[src/rtl/pipe_adder_pkg.sv]
// Shared constants and the per-stage payload carried down the adder pipeline.
package pipe_adder_pkg;

    localparam int DATA_WIDTH_DEF = 32;
    localparam int NUM_STAGES_DEF = 4;

    // Payload vectors are sized for the widest supported datapath; narrower
    // instances use only the low DATA_WIDTH bits.
    localparam int MAX_WIDTH = 64;

    // opA/opB hold the slices not yet added, shifted down so that the slice a
    // stage consumes always sits in the low bits. result collects finished
    // slices in place. signB is the sign of the effective (possibly inverted)
    // second operand. carry is the ripple into the next stage.
    typedef struct packed {
        logic                 valid;
        logic                 sub;
        logic                 sat;
        logic                 signA;
        logic                 signB;
        logic                 carry;
        logic [MAX_WIDTH-1:0] opA;
        logic [MAX_WIDTH-1:0] opB;
        logic [MAX_WIDTH-1:0] result;
    } stage_t;

endpackage

[src/rtl/adder_slice.sv]
// One W-bit ripple slice of the pipelined adder: a + b + cin with carry out.
module adder_slice #(
    parameter int W = 8
) (
    input  logic [W-1:0] a_i,
    input  logic [W-1:0] b_i,
    input  logic         cin_i,
    output logic [W-1:0] sum_o,
    output logic         cout_o
);

    // Extend to W+1 bits so the carry falls out of the top of the sum.
    assign {cout_o, sum_o} = {1'b0, a_i} + {1'b0, b_i} + {{W{1'b0}}, cin_i};

endmodule

[src/rtl/pipe_adder.sv]
// Pipelined add/subtract with saturation. Each stage adds one W-bit slice and
// passes the carry, the remaining operand slices and the finished result
// slices to the next stage. A stalled output freezes the whole pipeline.
module pipe_adder
    import pipe_adder_pkg::*;
#(
    parameter int DATA_WIDTH = DATA_WIDTH_DEF,
    parameter int NUM_STAGES = NUM_STAGES_DEF
) (
    input  logic                  clk,
    input  logic                  rst,
    input  logic                  flush,
    input  logic                  in_valid,
    output logic                  in_ready,
    input  logic [DATA_WIDTH-1:0] din1,
    input  logic [DATA_WIDTH-1:0] din2,
    input  logic                  sub,
    input  logic                  sat,
    output logic                  out_valid,
    input  logic                  out_ready,
    output logic [DATA_WIDTH-1:0] dout,
    output logic                  cout,
    output logic                  ovf
);

    localparam int W = DATA_WIDTH / NUM_STAGES;

    if ((NUM_STAGES < 1) || (DATA_WIDTH > MAX_WIDTH) || ((DATA_WIDTH % NUM_STAGES) != 0)) begin : gBadParams
        $error("pipe_adder: DATA_WIDTH must be divisible by NUM_STAGES and at most MAX_WIDTH");
    end

    stage_t                stageIn   [NUM_STAGES];
    stage_t                stage_d   [NUM_STAGES];
    stage_t                stage_q   [NUM_STAGES];
    logic [W-1:0]          sliceSum  [NUM_STAGES];
    logic                  sliceCarry[NUM_STAGES];
    logic [DATA_WIDTH-1:0] effB;
    logic [DATA_WIDTH-1:0] rawSum;
    logic                  ovfRaw;
    logic                  stall;

    // Subtraction is din1 + ~din2 with the +1 supplied as stage 0 carry-in.
    assign effB = sub ? ~din2 : din2;

    // Stage inputs: stage 0 is fed from the ports, later stages from the
    // register of the stage before them.
    always_comb begin
        stageIn[0]        = '0;
        stageIn[0].valid  = in_valid && !flush;
        stageIn[0].sub    = sub;
        stageIn[0].sat    = sat;
        stageIn[0].signA  = din1[DATA_WIDTH-1];
        stageIn[0].signB  = effB[DATA_WIDTH-1];
        stageIn[0].carry  = sub;
        stageIn[0].opA    = MAX_WIDTH'(din1);
        stageIn[0].opB    = MAX_WIDTH'(effB);
        for (int k = 1; k < NUM_STAGES; k++) begin
            stageIn[k] = stage_q[k-1];
        end
    end

    for (genvar k = 0; k < NUM_STAGES; k++) begin : gSlice
        adder_slice #(
            .W(W)
        ) uSlice (
            .a_i   (stageIn[k].opA[W-1:0]),
            .b_i   (stageIn[k].opB[W-1:0]),
            .cin_i (stageIn[k].carry),
            .sum_o (sliceSum[k]),
            .cout_o(sliceCarry[k])
        );
    end

    // Next payload per stage: drop the consumed operand slice, drop the new
    // result slice into place and forward the slice carry.
    always_comb begin
        for (int k = 0; k < NUM_STAGES; k++) begin
            stage_d[k]                    = stageIn[k];
            stage_d[k].opA                = stageIn[k].opA >> W;
            stage_d[k].opB                = stageIn[k].opB >> W;
            stage_d[k].result[k*W +: W]   = sliceSum[k];
            stage_d[k].carry              = sliceCarry[k];
        end
    end

    assign stall    = stage_q[NUM_STAGES-1].valid && !out_ready;
    assign in_ready = !stall;

    // Pipeline registers: reset wipes everything, flush kills only valids,
    // and a stalled output holds every stage in place.
    always_ff @(posedge clk or posedge rst) begin
        if (rst) begin
            for (int k = 0; k < NUM_STAGES; k++) begin
                stage_q[k] <= '0;
            end
        end else if (flush) begin
            for (int k = 0; k < NUM_STAGES; k++) begin
                stage_q[k].valid <= 1'b0;
            end
        end else if (!stall) begin
            for (int k = 0; k < NUM_STAGES; k++) begin
                stage_q[k] <= stage_d[k];
            end
        end
    end

    // Overflow and optional clamp on the completed result; the clamp direction
    // follows the sign of the first operand.
    always_comb begin
        rawSum = stage_q[NUM_STAGES-1].result[DATA_WIDTH-1:0];
        ovfRaw = (stage_q[NUM_STAGES-1].signA == stage_q[NUM_STAGES-1].signB) &&
                 (rawSum[DATA_WIDTH-1] != stage_q[NUM_STAGES-1].signA);
        dout   = rawSum;
        if (stage_q[NUM_STAGES-1].sat && ovfRaw) begin
            dout = stage_q[NUM_STAGES-1].signA ? {1'b1, {(DATA_WIDTH-1){1'b0}}}
                                               : {1'b0, {(DATA_WIDTH-1){1'b1}}};
        end
    end

    assign ovf       = ovfRaw;
    assign cout      = stage_q[NUM_STAGES-1].carry;
    assign out_valid = stage_q[NUM_STAGES-1].valid;

endmodule

[config.mk]
export PLATFORM = sky130hd
export DESIGN_NAME = pipe_adder
export DESIGN_NICKNAME = d
export VERILOG_FILES = /design/src/rtl/pipe_adder_pkg.sv /design/src/rtl/adder_slice.sv /design/src/rtl/pipe_adder.sv
export SDC_FILE = /design/constraint.sdc
export NUM_CORES = 1
export LEC_CHECK = 0
export ABC_AREA = 1
export CAP_MARGIN = 25
export CELL_PAD_IN_SITES_DETAIL_PLACEMENT = 0
export CELL_PAD_IN_SITES_GLOBAL_PLACEMENT = 1
export CORE_ASPECT_RATIO = 0.7
export CORE_MARGIN = 2
export CORE_UTILIZATION = 35
export CTS_CLUSTER_SIZE = 14
export DETAILED_ROUTE_END_ITERATION = 8
export GPL_TIMING_DRIVEN = 0
export PLACE_DENSITY = 0.68
export SYNTH_ARGS = -nofsm -noshare
export SYNTH_HDL_FRONTEND = slang
export SYNTH_HIERARCHICAL = 1
export SYNTH_SLANG_ARGS = --single-unit
export TNS_END_PERCENT = 50
[constraint.sdc]
create_clock -name clk -period 7.6 [get_ports clk]
set_input_delay 1.52 -clock clk [delete_from_list [all_inputs] [get_ports clk]]
set_output_delay 1.52 -clock clk [all_outputs]
set_load 0.01 [all_outputs]
==> summary.txt, run 1 <==
Status
  – Outcome: finished clean

Clock network
  – Skew-Pair Late Insertion Delay: 0.44 ns
  – TritonCTS Sinks: 190
  – Clock input transition at the sequential cells of the worst setup and hold paths: 0.07 ns
  – Clk buf depth: 2
  – Number of buffers inserted during clock tree synthesis: 17
  – Cts repair resizes: 0
  – Hold-fix buffers, CTS: 0
  – TritonCTS clock tree: yes
  – H-tree lvl count: 4
  – Clk Tree Root Cell: clkbuf_16
  – Post-CTS Setup Bufs: 0

Pwr
  – Gate power share: 0.277
  – Areal power density over the cells: 267 mW/mm^2
  – Power Internal: 2.05 mW
  – Max IR drop VDD: 0.172 mV
  – Part of the power in registers: 0.432
  – Switching share of power: 0.324
  – Clock network fraction of design power: 0.291
  – Switching power of the nets: 0.982 mW
  – Leakage power of the design: 5.86 nW

Synth
  – Number of enable-type register cells in the synthesized netlist: 0
  – Dominant synthesized flop cell: dfrtp_1
  – Avg Synthesized Cell Area: 8.43 sq um
  – Netlist area before placement: 0.00926 sq mm
  – Number of cells produced by synthesis: 1098
  – Sequential area share after synthesis: 0.513
  – Proportion of synthesized flip-flops having asynchronous set or reset: 1.00
  – Post-synth net total: 1205
  – Count of cell types in the netlist: 28
  – Yosys reg bits: 190
  – Synth warnings: 6

Critical path
  – Cell with the largest stage delay on the worst path: clkdlybuf4s50_1
  – Required time at the endpoint of the critical path: 6.08 ns
  – Crit-path most repeated cell: clkdlybuf4s50_1
  – Arrival time at the worst endpoint: 2.63 ns
  – CP cell instances: clkdlybuf4s50_1 -> inv_2 -> nand2_2 -> clkdlybuf4s50_1
  – Critical path peak fanout: 3
  – Buffer and inverter count on the worst path: 3
  – Worst setup path category: input pin to output port
  – Cell family contributing the most delay on the critical path: buffers and inverters
  – Sort of element at the start of the critical path: input pin
  – Crit path largest cell delay: 0.53 ns
  – CP Capture Type: output port

Drt
  – Violation count after the first detailed-route iteration: 284
  – Drt via density: 4.46
  – Via count: 7109
  – WL per Instance: 14.3 um
  – Final WL: 22.9 mm
  – TritonRoute pass-1 iters: 4
  – Number of nets with antenna violations after detailed routing: 0
  – Total DRC errors in the routed layout: 0

Floorplan
  – Die width: 198 um
  – Std cell rows: 49
  – Die area: 0.0278 sq mm
  – DIE HEIGHT: 140 um
  – I/O Pins: 107
  – Core area: 0.0258 sq mm
  – Initial core utilization: 0.359

STA
  – Worst Setup Slack, final: 3.45 ns
  – Actual slew at the worst max-slew pin: 0.683 ns
  – Number of setup violations in the final report: 0
  – Clock period minus final worst setup slack: 4.15 ns
  – Setup TNS: 0 ns
  – Crit share post-route: 0.546
  – Worst hold margin: 0.469 ns
  – Setup repair after global routing missed its margin: no
  – Number of hold violations in the final report: 0
  – Max-Slew Margin vs Limit: 0.545
  – Count of pins over their slew limit: 0
  – Highest Clock Rate: 241 MHz
  – Final setup skew: 0.0124 ns

Global routing
  – Via count of the first global-routing pass: 6940
  – Initial antenna violation count: 0
  – Maximum number of pins on one net before global-route repair: 104
  – Total GRT Usage: 0.175
  – Wire length of the first global-routing pass: 37.4 mm
  – Global-route congestion overflow total: 0

Place
  – Worst Setup Slack post-DPL: 3.06 ns
  – Number of input and output port buffers inserted: 106
  – Global placement routability congestion: 0.803
  – HPWL after DPL: 16.7 mm

Layout
  – Final-stage net count: 1331
  – Proportion of layout cells with a drive suffix above 1: 0.0930
  – Ant diodes: 0
  – Area Growth Syn to Fin: 22.7%

Min path
  – Hold/Removal Path Class: flip-flop to flip-flop

Flow run
  – Max-capacitance violation count: 0
[synth_stat cells (6+ instances only)]
cell	n	area, sq um
nand2_2	14	87.6
buf_6	14	158
inv_2	6	22.5
nand3_1	14	70.1
nor2_1	8	30.0
or2_4	8	70.1
inv_1	67	251
o21ai_0	66	330
xnor2_1	32	280
dfrtp_1	190	4750
fa_1	8	160
a21oi_1	13	65.1
nand2_1	535	2010
buf_2	24	120
ha_1	28	350
xor2_1	12	105
o21ai_1	24	120
clkbuf_1	9	33.8
[path summary, 6_finish.rpt]
path                       slack [ns]         start  cells after the start      endpoint
hold reg to reg                  0.47  stageIn[272]                      2   stageIn[66]
max in group asynchronous        5.07           rst                      3  stageIn[265]
hold / removal                   0.47  stageIn[272]                      2   stageIn[66]
min in group asynchronous        1.58           rst                      2     rawSum[0]
setup reg to reg                 5.56  stageIn[128]                     10    rawSum[30]
setup / recovery                 3.45     out_ready                      4      in_ready
[cell usage in the layout (no fill, tap or decap), types with 12 or more instances in the layout]
master           count
buf_2               24
nand2_1            535
xnor2_1             32
clkdlybuf4s50_1    106
nand3_1             14
inv_1               66
buf_6               14
clkbuf_16           17
a21oi_1             13
ha_1                28
o21ai_1             24
nand2_2             14
xor2_1              12
o21ai_0             66
dfrtp_1            190
[layout make-up]
cell class	instances	area [sq um]
timing repair buffer	107	1090
buffer	51	342
clock buffer	18	429
inverter	73	282
multi-input combinational	784	3890
fill	2616	14400
clock inverter	14	134
tap	357	447
sequential	190	4750
[routing by layer]
metal	global-route usage	up-vias	share of wire
li1	-	3636	-
met1	0.273	3355	0.54
met2	0.251	104	0.42
met3	0.0335	14	0.035
met4	0.0330	0	0.0072
met5	0	-	0
[worst reg2reg max path, stage by stage, from the launching register on]
cell and delay [ns]:
dfrtp_1 0.40, fa_1 0.47, fa_1 0.44, nand2_1 0.10, nand2_1 0.10, nand3b_4 0.10, nand2_1 0.07, nand2_1 0.06
nand2_1 0.07, nand2_1 0.08, nand2_1 0.05
[kinds of logic (layout without fill, tap and decap cells)]
kind of cell	after synthesis	after routing	synth area share
AND/OR/NAND/NOR	598	598	0.266
buffers and inverters	124	263	0.0665
adder cells (fa/ha/maj)	36	36	0.0551
XOR/XNOR	44	44	0.0416
flip-flops	190	190	0.513
AO/OA/AOI/OAI	106	106	0.0577
[flip-flops by register name (all words and copies together) (netlist names)]
name and count:
stageIn 153, rawSum 32, stage_q 3, cout 1, out_valid 1
[power groups by stage]
stage	Sequential [mW]	Clock [mW]	Combinational, mW
5_1_grt	1.34	0.944	0.955
4_1_cts	1.31	0.904	0.857
2_1_floorplan	1.30	0	0.541
6_report	1.31	0.884	0.841
3_3_place_gp	1.33	0	0.842
3_5_place_dp	1.33	0	0.852
[stage by stage]
stage	util	instance area (sq um)	total power, mW	std cells
2_1_floorplan	-	9260	1.84	1098
3_3_place_gp	0.417	10800	2.17	1561
3_5_place_dp	0.419	10800	2.18	1562
4_1_cts	0.440	11400	3.07	1594
5_1_grt	0.440	11400	3.24	1594
6_report	0.440	11400	3.04	1594
No activity file was read; power rests on OpenSTA's default activity.
==> inputs of run 2 (changes only) <==
--- a/config.mk
+++ b/config.mk
@@ -15,7 +15,7 @@
 export CTS_CLUSTER_SIZE = 14
 export DETAILED_ROUTE_END_ITERATION = 8
 export GPL_TIMING_DRIVEN = 0
-export PLACE_DENSITY = 0.68
+export PLACE_DENSITY = 0.71
 export SYNTH_ARGS = -nofsm -noshare
 export SYNTH_HDL_FRONTEND = slang
 export SYNTH_HIERARCHICAL = 1
==> constraint.sdc (replaced) <==
create_clock -name clk -period 3.6 [get_ports clk]
set_input_delay 0.72 -clock clk [delete_from_list [all_inputs] [get_ports clk]]
set_output_delay 0.72 -clock clk [all_outputs]
set_load 0.01 [all_outputs]
==> run 2 against run 1 <==
Effect of this change: clock power grew 110%; power increased by 110%; critical path depth increased by 10; combinational power up 110%; via count hardly changed; non-clock buffer count rose by 3; wire length fell by 1.3%; core utilization increased by 0.26 points; worst setup slack worse by 3.0 ns; largest power group unchanged; flip-flop and latch count did not move; design area grew 0.58%.
==> summary.txt, run 2 (synthesis results as in run 1) <==
Floorplan
  – Core area: 0.0258 sq mm
  – Die width: 198 um
  – DIE HEIGHT: 140 um
  – Std cell rows: 49
  – Die area: 0.0278 sq mm
  – I/O Pins: 107
  – Initial core utilization: 0.359

STA
  – Number of setup violations in the final report: 0
  – Clock period minus final worst setup slack: 3.19 ns
  – Actual slew at the worst max-slew pin: 0.852 ns
  – Highest Clock Rate: 314 MHz
  – Count of pins over their slew limit: 0
  – Crit share post-route: 0.885
  – Final setup skew: 0.0111 ns
  – Number of hold violations in the final report: 0
  – Max-Slew Margin vs Limit: 0.431
  – Setup repair after global routing missed its margin: no
  – Worst hold margin: 0.470 ns

Global routing
  – Via count of the first global-routing pass: 7022
  – Global-route congestion overflow total: 0
  – Wire length of the first global-routing pass: 37.1 mm
  – Maximum number of pins on one net before global-route repair: 42
  – Total GRT Usage: 0.173
  – Initial antenna violation count: 1

Clock network
  – Clk Tree Root Cell: clkbuf_16
  – TritonCTS Sinks: 190
  – TritonCTS clock tree: yes
  – Clock input transition at the sequential cells of the worst setup and hold paths: 0.08 ns
  – Post-CTS Setup Bufs: 0
  – H-tree lvl count: 4
  – Hold-fix buffers, CTS: 0
  – Cts repair resizes: 0
  – Clk buf depth: 2
  – Skew-Pair Late Insertion Delay: 0.44 ns
  – Number of buffers inserted during clock tree synthesis: 17

Drt
  – Drt via density: 4.45
  – TritonRoute pass-1 iters: 5
  – Violation count after the first detailed-route iteration: 309
  – Via count: 7112
  – Total DRC errors in the routed layout: 0
  – Final WL: 22.6 mm
  – WL per Instance: 14.1 um
  – Number of nets with antenna violations after detailed routing: 0

Layout
  – Commonest cells after routing, fill and taps aside: 535 x nand2_1, 190 x dfrtp_1, 106 x clkdlybuf4s50_1
  – Final-stage net count: 1334
  – Area Growth Syn to Fin: 23.5%
  – Core Util, Final: 0.443
  – Most common library cell in the layout ignoring fill and taps: nand2_1
  – Final Cell Area: 0.0114 sq mm
  – Proportion of layout cells with a drive suffix above 1: 0.0960
  – Ant diodes: 0
  – Max reg flops: 153

Pwr
  – Leakage power of the design: 5.90 nW
  – Areal power density over the cells: 563 mW/mm^2
  – Max IR drop VDD: 0.393 mV

Min path
  – Hold/Removal Path Class: flip-flop to flip-flop

Critical path
  – Crit path largest cell delay: 0.50 ns
  – Critical path peak fanout: 10
  – Required time at the endpoint of the critical path: 3.94 ns
  – Cell with the largest stage delay on the worst path: clkdlybuf4s50_1
  – Crit-path most repeated cell: nand2_1
  – CP cell instances: clkdlybuf4s50_1 -> buf_2 -> buf_2 -> xor2_1 -> fa_1 -> fa_1 -> nand2_1 -> nand2_1 -> nand3b_4 -> nand2_1 -> nand2_1 -> nand2_1 -> nand2_1 -> nand2_1
  – Arrival time at the worst endpoint: 3.53 ns
  – CP Capture Type: flip-flop
  – Worst setup path category: input pin to flip-flop
  – Sort of element at the start of the critical path: input pin

Place
  – Area after DPL: 0.0109 sq mm
  – Global placement routability congestion: 0.800
  – HPWL after DPL: 16.9 mm
  – Number of input and output port buffers inserted: 106

Status
  – Outcome: finished clean

Flow run
  – Max-capacitance violation count: 0
-- run 2: cell count changes in the layout (fill, tap and decap cells not counted) --
cell        before  now
inv_6            4    2
buf_12           0    4
clkinvlp_4       3    1
clkinv_4         1    6
inv_8            3    4
buf_16           1    0
clkbuf_1        10    9
clkinv_2         3    2
-- run 2: through the flow --
| step | instances | setup WS, ns | setup TNS [ns] | total power [mW] |
|---|---|---|---|---|
| 2_1_floorplan | 1098 | 0.432 | 0 | 3.89 |
| 3_3_place_gp | 1561 | -1.21 | -225.28 | 4.57 |
| 3_5_place_dp | 1565 | -0.0868 | -0.171 | 4.61 |
| 4_1_cts | 1597 | 0.381 | 0 | 6.50 |
| 5_1_grt | 1597 | 0.234 | 0 | 6.87 |
| 6_report | 1597 | 0.412 | 0 | 6.43 |
-- run 2: final cells by class --
cell class	count	area, sq um
fillers	2635	14400
clock inverters	15	155
multi-input cells	784	3890
well taps	357	447
flip-flops and latches	190	4750
clock buffers	17	425
repair buffers	110	1140
inverters	73	278
plain buffers	51	342
-- run 2: final timing paths --
| path | start | end | slack (ns) | cells past startpoint |
|---|---|---|---|---|
| worst min-delay path | stageIn[470] | stageIn[264] | 0.47 | 2 |
| min in group asynchronous | rst | stageIn[1] | 0.78 | 2 |
| max in group asynchronous | rst | stageIn[530] | 1.57 | 5 |
| worst max register to register | stageIn[128] | cout | 1.55 | 10 |
| worst min register to register | stageIn[470] | stageIn[264] | 0.47 | 2 |
| worst max-delay path | sub | stageIn[402] | 0.41 | 14 |
-- run 2: critical path: cells and delay by family --
family                     cells  cell delay, ns
xor gates and xnor gates       1            0.14
buffers and inverters          3            1.21
adders and majority gates      2            0.85
and+or+nand+nor                8            0.59
-- run 2: per-layer routing --
layer | GRT usage | wire length, um
met1 | 0.260 | 11900
met2 | 0.256 | 9690
met3 | 0.0287 | 650
met4 | 0.0487 | 282
met5 | 0 | 0
-- run 2: report_power, final --
| part | internal (mW) | leakage (nW) | total, mW | switching [mW] |
|---|---|---|---|---|
| combinational | 0.820 | 3.23 | 1.77 | 0.951 |
| sequential | 2.55 | 2.38 | 2.77 | 0.227 |
| clock | 0.981 | 0.289 | 1.89 | 0.907 |
| total | 4.35 | 5.90 | 6.43 | 2.08 |
